===== src/rtl/mcalu_rs_pkg.sv =====
// Shared definitions for the multi-cycle ALU path: op codes, field widths
// and the reservation-station entry layout.
package mcalu_rs_pkg;

    localparam int unsigned OP_W    = 5;
    localparam int unsigned ROBID_W = 7;
    localparam int unsigned RD_W    = 6;
    localparam int unsigned DATA_W  = 32;

    // mcalu op codes, shared by decode, the RS and mcalu
    localparam logic [OP_W-1:0] MCALU_ADD   = 5'h00;
    localparam logic [OP_W-1:0] MCALU_SUB   = 5'h01;
    localparam logic [OP_W-1:0] MCALU_SLL   = 5'h02;
    localparam logic [OP_W-1:0] MCALU_SRL   = 5'h03;
    localparam logic [OP_W-1:0] MCALU_SRA   = 5'h04;
    localparam logic [OP_W-1:0] MCALU_MUL   = 5'h08;
    localparam logic [OP_W-1:0] MCALU_MULH  = 5'h09;
    localparam logic [OP_W-1:0] MCALU_MULHU = 5'h0a;
    localparam logic [OP_W-1:0] MCALU_DIV   = 5'h10;
    localparam logic [OP_W-1:0] MCALU_DIVU  = 5'h11;
    localparam logic [OP_W-1:0] MCALU_REM   = 5'h12;
    localparam logic [OP_W-1:0] MCALU_REMU  = 5'h13;

    // One reservation-station slot; a not-ready operand carries its producer tag in [ROBID_W-1:0]
    typedef struct packed {
        logic [OP_W-1:0]    op;
        logic [ROBID_W-1:0] robid;
        logic [RD_W-1:0]    rd;
        logic               op1_rdy;
        logic [DATA_W-1:0]  op1;
        logic               op2_rdy;
        logic [DATA_W-1:0]  op2;
    } rs_entry_t;

    // Tag compare of a pending operand against a broadcast robid
    function automatic logic tag_match(input logic [DATA_W-1:0] val,
                                       input logic [ROBID_W-1:0] tag);
        return val[ROBID_W-1:0] == tag;
    endfunction

endpackage


===== src/rtl/mcalu_rs_operand_wakeup.sv =====
// Per-operand wakeup: captures the broadcast result when a pending operand's
// tag matches the writeback robid.
//   rdy, val              : current operand state (value or producer tag)
//   wb_valid/robid/result : writeback broadcast
//   rdy_nxt_c, val_nxt_c  : operand state after this cycle's broadcast
module rs_operand_wakeup
    import mcalu_rs_pkg::*;
(
    input  logic               rdy,
    input  logic [DATA_W-1:0]  val,
    input  logic               wb_valid,
    input  logic [ROBID_W-1:0] wb_robid,
    input  logic [DATA_W-1:0]  wb_result,
    output logic               rdy_nxt_c,
    output logic [DATA_W-1:0]  val_nxt_c
);

    logic hit_c;

    assign hit_c     = wb_valid & ~rdy & tag_match(val, wb_robid);
    assign rdy_nxt_c = rdy | hit_c;
    assign val_nxt_c = hit_c ? wb_result : val;

endmodule


===== src/rtl/mcalu_rs.sv =====
// Reservation station in front of mcalu: a compacting age-ordered queue
// (slot 0 oldest) that captures pending operands from the writeback bus and
// issues the oldest fully-ready entry.
//   clk, rst (sync, active-low)
//   disp_*        : dispatch request and payload; rs_stall back-pressures it
//   wb_*          : writeback broadcast used for operand wakeup
//   exers_*       : issue to mcalu, combinational from registered state
//   mcalu_stall   : mcalu cannot accept the current issue
//   rob_flush     : drop every entry
module mcalu_rs
    import mcalu_rs_pkg::*;
#(
    parameter int unsigned DEPTH = 4
) (
    input  logic               clk,
    input  logic               rst,
    input  logic               disp_valid,
    input  logic [OP_W-1:0]    disp_op,
    input  logic [ROBID_W-1:0] disp_robid,
    input  logic [RD_W-1:0]    disp_rd,
    input  logic               disp_op1_rdy,
    input  logic               disp_op2_rdy,
    input  logic [DATA_W-1:0]  disp_op1,
    input  logic [DATA_W-1:0]  disp_op2,
    output logic               rs_stall,
    input  logic               wb_valid,
    input  logic [ROBID_W-1:0] wb_robid,
    input  logic [DATA_W-1:0]  wb_result,
    output logic               exers_mcalu_issue,
    output logic [OP_W-1:0]    exers_mcalu_op,
    output logic [ROBID_W-1:0] exers_robid,
    output logic [RD_W-1:0]    exers_rd,
    output logic [DATA_W-1:0]  exers_op1,
    output logic [DATA_W-1:0]  exers_op2,
    input  logic               mcalu_stall,
    input  logic               rob_flush
);

    localparam int unsigned CNT_W = $clog2(DEPTH + 1);
    localparam int unsigned IDX_W = $clog2(DEPTH);

    rs_entry_t          ent_q   [DEPTH];
    rs_entry_t          ent_d   [DEPTH];
    rs_entry_t          woke_c  [DEPTH];
    rs_entry_t          shift_c [DEPTH];
    rs_entry_t          disp_c;
    logic [CNT_W-1:0]   count_q;
    logic [CNT_W-1:0]   count_d;
    logic [CNT_W-1:0]   wr_idx_c;
    logic [IDX_W-1:0]   sel_idx_c;
    logic               found_c;
    logic               issue_acc_c;
    logic               disp_acc_c;

    // Wakeup of stored operands; shift_c is the same view one slot higher, for compaction
    for (genvar g = 0; g < DEPTH; g++) begin : g_ent
        logic              op1_rdy_w;
        logic              op2_rdy_w;
        logic [DATA_W-1:0] op1_w;
        logic [DATA_W-1:0] op2_w;

        rs_operand_wakeup u_op1 (
            .rdy       (ent_q[g].op1_rdy),
            .val       (ent_q[g].op1),
            .wb_valid  (wb_valid),
            .wb_robid  (wb_robid),
            .wb_result (wb_result),
            .rdy_nxt_c (op1_rdy_w),
            .val_nxt_c (op1_w)
        );

        rs_operand_wakeup u_op2 (
            .rdy       (ent_q[g].op2_rdy),
            .val       (ent_q[g].op2),
            .wb_valid  (wb_valid),
            .wb_robid  (wb_robid),
            .wb_result (wb_result),
            .rdy_nxt_c (op2_rdy_w),
            .val_nxt_c (op2_w)
        );

        assign woke_c[g] = '{op: ent_q[g].op, robid: ent_q[g].robid, rd: ent_q[g].rd,
                             op1_rdy: op1_rdy_w, op1: op1_w,
                             op2_rdy: op2_rdy_w, op2: op2_w};

        // Top slot has nothing above it; its post-shift content is don't-care
        if (g < DEPTH - 1) begin : g_shift
            assign shift_c[g] = woke_c[g+1];
        end else begin : g_top
            assign shift_c[g] = woke_c[g];
        end
    end

    // Dispatch bypass: a broadcast in the dispatch cycle is captured on entry
    logic              d_op1_rdy_w;
    logic              d_op2_rdy_w;
    logic [DATA_W-1:0] d_op1_w;
    logic [DATA_W-1:0] d_op2_w;

    rs_operand_wakeup u_disp_op1 (
        .rdy       (disp_op1_rdy),
        .val       (disp_op1),
        .wb_valid  (wb_valid),
        .wb_robid  (wb_robid),
        .wb_result (wb_result),
        .rdy_nxt_c (d_op1_rdy_w),
        .val_nxt_c (d_op1_w)
    );

    rs_operand_wakeup u_disp_op2 (
        .rdy       (disp_op2_rdy),
        .val       (disp_op2),
        .wb_valid  (wb_valid),
        .wb_robid  (wb_robid),
        .wb_result (wb_result),
        .rdy_nxt_c (d_op2_rdy_w),
        .val_nxt_c (d_op2_w)
    );

    assign disp_c = '{op: disp_op, robid: disp_robid, rd: disp_rd,
                      op1_rdy: d_op1_rdy_w, op1: d_op1_w,
                      op2_rdy: d_op2_rdy_w, op2: d_op2_w};

    // Oldest valid entry whose registered operands are both ready
    always_comb begin
        found_c   = 1'b0;
        sel_idx_c = '0;
        for (int i = 0; i < DEPTH; i++) begin
            if (!found_c && (CNT_W'(i) < count_q) && ent_q[i].op1_rdy && ent_q[i].op2_rdy) begin
                found_c   = 1'b1;
                sel_idx_c = IDX_W'(i);
            end
        end
    end

    assign rs_stall          = (count_q == CNT_W'(DEPTH));
    assign exers_mcalu_issue = found_c;
    assign exers_mcalu_op    = ent_q[sel_idx_c].op;
    assign exers_robid       = ent_q[sel_idx_c].robid;
    assign exers_rd          = ent_q[sel_idx_c].rd;
    assign exers_op1         = ent_q[sel_idx_c].op1;
    assign exers_op2         = ent_q[sel_idx_c].op2;

    // Next queue contents: wakeup, compaction above the issued slot, then dispatch at the tail
    always_comb begin
        issue_acc_c = exers_mcalu_issue & ~mcalu_stall;
        disp_acc_c  = disp_valid & ~rs_stall & ~rob_flush;
        wr_idx_c    = count_q - CNT_W'(issue_acc_c);
        count_d     = count_q - CNT_W'(issue_acc_c) + CNT_W'(disp_acc_c);
        for (int i = 0; i < DEPTH; i++) begin
            ent_d[i] = woke_c[i];
            if (issue_acc_c && (IDX_W'(i) >= sel_idx_c)) begin
                ent_d[i] = shift_c[i];
            end
            if (disp_acc_c && (CNT_W'(i) == wr_idx_c)) begin
                ent_d[i] = disp_c;
            end
        end
        if (rob_flush) begin
            count_d = '0;
        end
    end

    // Occupancy; validity of a slot is implied by its index being below count
    always_ff @(posedge clk) begin
        if (!rst) begin
            count_q <= '0;
        end else begin
            count_q <= count_d;
        end
    end

    // Entry payloads carry no reset
    always_ff @(posedge clk) begin
        for (int i = 0; i < DEPTH; i++) begin
            ent_q[i] <= ent_d[i];
        end
    end

endmodule


===== config.mk =====
export PLATFORM = sky130hd
export DESIGN_NAME = mcalu_rs
export DESIGN_NICKNAME = d
export VERILOG_FILES = /design/src/rtl/mcalu_rs_pkg.sv /design/src/rtl/mcalu_rs_operand_wakeup.sv /design/src/rtl/mcalu_rs.sv
export SDC_FILE = /design/constraint.sdc
export NUM_CORES = 1
export LEC_CHECK = 0
export CORE_MARGIN = 10
export CORE_UTILIZATION = 60
export DETAILED_ROUTE_END_ITERATION = 8
export PLACE_DENSITY = 0.84
export SYNTH_ARGS = -nofsm -noshare
export SYNTH_HDL_FRONTEND = slang
export SYNTH_SLANG_ARGS = --single-unit

===== constraint.sdc =====
create_clock -name clk -period 7.4 [get_ports clk]
set_input_delay 1.11 -clock clk [delete_from_list [all_inputs] [get_ports clk]]
set_output_delay 1.11 -clock clk [all_outputs]
set_load 0.01 [all_outputs]

Word-level counts from Yosys, hierarchy flattened

Memories as Yosys holds them, arrays and structs flattened.
Index checks and enable logic that the tools add are counted.

Register bits: 3
Bits in writable memories: 336
Input port bits: 129
Output and inout port bits: 84
Logic and storage cells: 119
Memories kept: 1

Memory list:

| name  | words | bits a word | rd ports | clocked after Yosys merged registers in | wr ports | RTL line       | source |
|---|---|---|---|---|---|---|---|
| ent_q | 4     | 84          | 5        | 0                                       | 4        | mcalu_rs.sv:42 | `rs_entry_t ent_q [DEPTH];` |

Add/subtract/negate cells: 2
Order comparisons: 7
Equal/unequal tests: 14
Muxes and demuxes: 24
Bitwise gates (word level): 47
Reduce and logical (&&, ||, !) cells: 23

Operators with widths:

| cell                 | count |
|---|---|
| $mux W84             | 7 |
| $mux W32             | 10 |
| $eq A7 B7 Y1         | 10 |
| $and A1 B1 Y1        | 23 |
| $logic_and A1 B1 Y1  | 18 |
| $not A1 Y1           | 14 |
| $or A1 B1 Y1         | 10 |
| $eq A2 B3 Y1 const A | 2 |
| $lt A1 B3 Y1 const A | 2 |
| $lt A2 B3 Y1 const A | 2 |
| $mux W1              | 5 |
| $ge A1 B2 Y1 const A | 2 |
| $mux W2              | 2 |
| $add A3 B1 Y3        | 1 |
| $eq A1 B3 Y1 const A | 1 |
| $eq A3 B3 Y1 const B | 1 |
| $logic_not A1 Y1     | 3 |
| $logic_not A3 Y1     | 1 |
| $sub A3 B1 Y3        | 1 |
| $ge A2 B2 Y1 const A | 1 |
| $reduce_or A2 Y1     | 1 |

Logic depth before layout (Yosys ltp)

Word-level depth: 24
Mapped depth: 16
Depth with buffers taken out: 13

Cells and area by module

A second synthesis with hierarchy kept.

Cells, all modules: 2540
Area total of the unflattened synthesis: 23717.7 um2

By module, submodules not included:

| module            | times used | cells an instance | area an instance (um2) |
|---|---|---|---|
| mcalu_rs          | 1          | 2080              | 17687.0 |
| rs_operand_wakeup | 10         | 46                | 603.1 |

Least setup slack after synthesis

OpenSTA, ideal clock, no wires.

Path type: reg-to-reg
Start: register count_q[2] (netlist name)
End: memory ent_q[0][0] in the netlist's numbering, enable pin
Setup time: 0.390 ns
Arrival: 3.658 ns
Data required time: 7.010 ns
Path slack: 3.352 ns
Cell stages (with the launch flop): 13
Clock period less this slack: 4.048 ns
Path through: dfxtp_1 buf_2 nor3_1 o21ai_0 or2_2 nor2b_1 ha_1 ha_1 or2_1 a21oi_2 and3_1 clkbuf_1 or3_1

RTL lines:

| item      | RTL line |
|---|---|
| to (decl) | mcalu_rs.sv:42 |

==> metrics.cfg <==
[worst_setup_path]
critPathCaptureType=register
critPathMaxStageDelay_ps=850
arrival_ps=5920
worst-r2r-cell-count=14
crit_cells=14
worst_setup_path_start_kind=register
critPathBufInv=2
reg2reg_slack_ps=1740
worstPathMaxFanout=33
path_cells=nor3_1 > o21ai_0 > or2_2 > nor2b_1 > ha_1 > ha_1 > or2_1 > a21oi_2 > and3_1 > or3_1 > buf_4 > and2_1 > buf_4 > a21oi_1
critPathTopFamily=simple AND/OR/NAND/NOR gates
crit_required_ps=7660
cpMaxStageDelayCell=and3_1
critPathKind=reg2reg

[timing]
rsz0062_at_grt=false
fin_setup_tns_ps=0
worst_pin_slew_ps=1250
fin_skew_ps=13.3
finalCritPeriodShare_pct=76.6
timing.final.crit_period_ps=5660
setup_viol_count_final=0
slew_headroom_pct=16.8
finalHoldViolations=0
fmax_mhz=177
slew_violations=0

[global_routing]
grt_overflow=0
grt_first_pass_wirelength_um=107000
antenna_found_initial=0
grt_max_degree=165
grt_usage_pct=33.8
grt_pass1_vias=18564

[logic_synthesis]
ys_seq_elements=339
synth_edf_count=136
syn_inst=2193
synthFlopType=dfxtp_1
synth_nets=2325
postSynth.asyncResetShare_pct=0
syn-cell-area_um2=19200
seq_area_frac_synth_pct=42.3
ys_types=52
synth-warning-count=0
avgSynthCellArea_um2=8.78

[power_and_ir_drop]
p_int_mw=4.71
p_per_area_nw_per_um2=307
p_clk_share_pct=26.3
seq_power_share_pct=44.6
p_comb_share_pct=29.2
total_power_mw=6.92
peakVddDrop_mv=0.173
leakage_nw=8.16
p_sw_share_pct=32.0
p_sw_mw=2.22

[clocking]
cts-root-buf=clkbuf_16
cts_tree=built
clk_latency_ps=520
h-tree-depth=2
cts.sinks=339
ctsHoldBuffers=0
numCtsBuffers=37
clk_path_buf_depth=3
postCtsSetupBuffers=0
clk_pin_slew_ps=60
cts_resized=0

[run_status]
outcome=finished clean

[detailed_routing]
vias_per_cell=7.22
drt_iter0_markers=2999
ant_nets=0
drcViolationCount=0
first_pass_iters=6
via_count=19316
wl_per_cell_um=26.2
wirelength_um=69900

[die]
num_rows=65
coreArea_um2=31600
ios=213
fp.dieH_um=199
fp.dieArea_um2=39600
start_util_pct=60.8
die_w_um=199

[hold_path]
holdCritPathClass=reg2reg
whs_path_depth=2

[final_layout]
n_antenna_cell=0
syn_to_final_growth_pct=17.3
drive_above_1_share_pct=8.36
fin_nets=2378

[flow_run]
max-cap-violations=0

[placement]
dp_hpwl_um=43100
gp_congestion=0.952
io_buffers=212

-- cells by family after synthesis --
| kind of cell | after synthesis | synth area share [%] |
|---|---|---|
| xor gates and xnor gates | 73 | 3.32 |
| AOI/OAI and AO/OA | 821 | 29.4 |
| adders and majority gates | 3 | 0.195 |
| and+or+nand+nor | 594 | 14.4 |
| DFF | 339 | 42.3 |
| muxes | 84 | 4.79 |
| buffers and inverters | 279 | 5.64 |
-- Yosys cell counts, types with 33 or more instances --
master,count,area share [%]
nand2_1,284,5.5
dfxtp_1,203,21
clkbuf_1,197,3.8
a21oi_1,165,4.3
edfxtp_1,136,21
o22ai_1,122,4.0
a211oi_1,88,3.4
and2_1,84,2.7
a31oi_1,82,2.7
o21ai_0,76,2.0
nor2_1,72,1.4
mux2_2,65,3.8
o21a_1,49,1.9
nor3_1,47,1.2
o32a_1,47,2.4
xnor2_1,42,1.9
inv_1,39,0.76
a22o_1,36,1.6
o22a_1,33,1.5
-- sequential cells by signal (all words and copies together), names as in the netlist --
name / cells
count_q: 3
ent_q: 336
-- layout by cell type, fill, tap and decap left out, drive strengths merged, types with 4 or more instances in the layout --
cell | Yosys | final
nand2 | 284 | 284
clkinv | 0 | 7
a31oi | 82 | 82
nand3 | 24 | 24
and2 | 86 | 86
nand2b | 11 | 11
inv | 39 | 40
o211a | 17 | 17
o22a | 33 | 33
mux2 | 65 | 65
clkbuf | 197 | 56
o32a | 47 | 47
nor2b | 6 | 6
or2 | 4 | 4
a22oi | 32 | 32
or3 | 22 | 22
nor4 | 9 | 9
o21a | 49 | 49
edfxtp | 136 | 136
a21oi | 166 | 166
o221a | 4 | 4
o22ai | 122 | 122
nand3b | 4 | 4
xor2 | 31 | 31
a211oi | 95 | 95
o211ai | 32 | 32
buf | 43 | 42
nor2 | 72 | 72
a22o | 36 | 36
or4 | 4 | 4
o21ai | 77 | 77
nand4 | 12 | 12
xnor2 | 42 | 42
clkdlybuf4s50 | 0 | 212
mux2i | 19 | 19
dfxtp | 203 | 203
nor3 | 47 | 47
o32ai | 22 | 22
-- worst min-delay path, stage by stage, from the launching register on --
cell	delay (ps)
dfxtp_1	340
a22oi_1	70
nand2_1	50
-- power by group through the flow --
stage               clock network (mW)  logic, mW  registers (mW)
floorplan                            0       1.48            2.94
global placement                     0       1.88            3.06
CTS                               1.82       1.99            3.06
detailed placement                   0       1.97            3.09
finish                            1.82       2.02            3.08
global route                      1.89       2.21            3.14
-- stage by stage --
step           setup slack (ps)  std cells  util [%]  area [um^2]  hold WS, ps
5_1_grt                    1440       2674      71.4        22600          517
6_report                   1740       2674      71.4        22600          491
3_3_place_gp               2060       2609      67.7        21400          469
3_5_place_dp               1900       2609      67.7        21400          474
4_1_cts                    1850       2674      71.4        22600          492
2_1_floorplan              3350       2193         -        19200          456
-- final timing paths --
check / startpoint / endpoint
setup / recovery: count_q[2] / ent_q[0][21]
hold / removal: ent_q[3][56] / ent_q[3][56]
setup reg to reg: count_q[2] / ent_q[0][21]
hold reg to reg: ent_q[3][56] / ent_q[3][56]
-- routing by layer --
| metal | share of wire, % | GRT usage (%) | wire [um] |
|---|---|---|---|
| met1 | 37 | 43.7 | 25800 |
| met2 | 45 | 53.3 | 31700 |
| met3 | 13 | 7.12 | 9090 |
| met4 | 4.8 | 15.5 | 3330 |
| met5 | 0 | 0 | 0 |
-- cell type report --
class / instances / area (um^2)
well taps: 402 / 503
inverters: 39 / 146
multi-input cells: 1575 / 10100
fillers: 2301 / 9060
clock inverters: 9 / 71.3
repair buffers: 254 / 2460
clock buffers: 56 / 1100
flip-flops and latches: 339 / 8150
No activity file was read; power rests on OpenSTA's default activity.
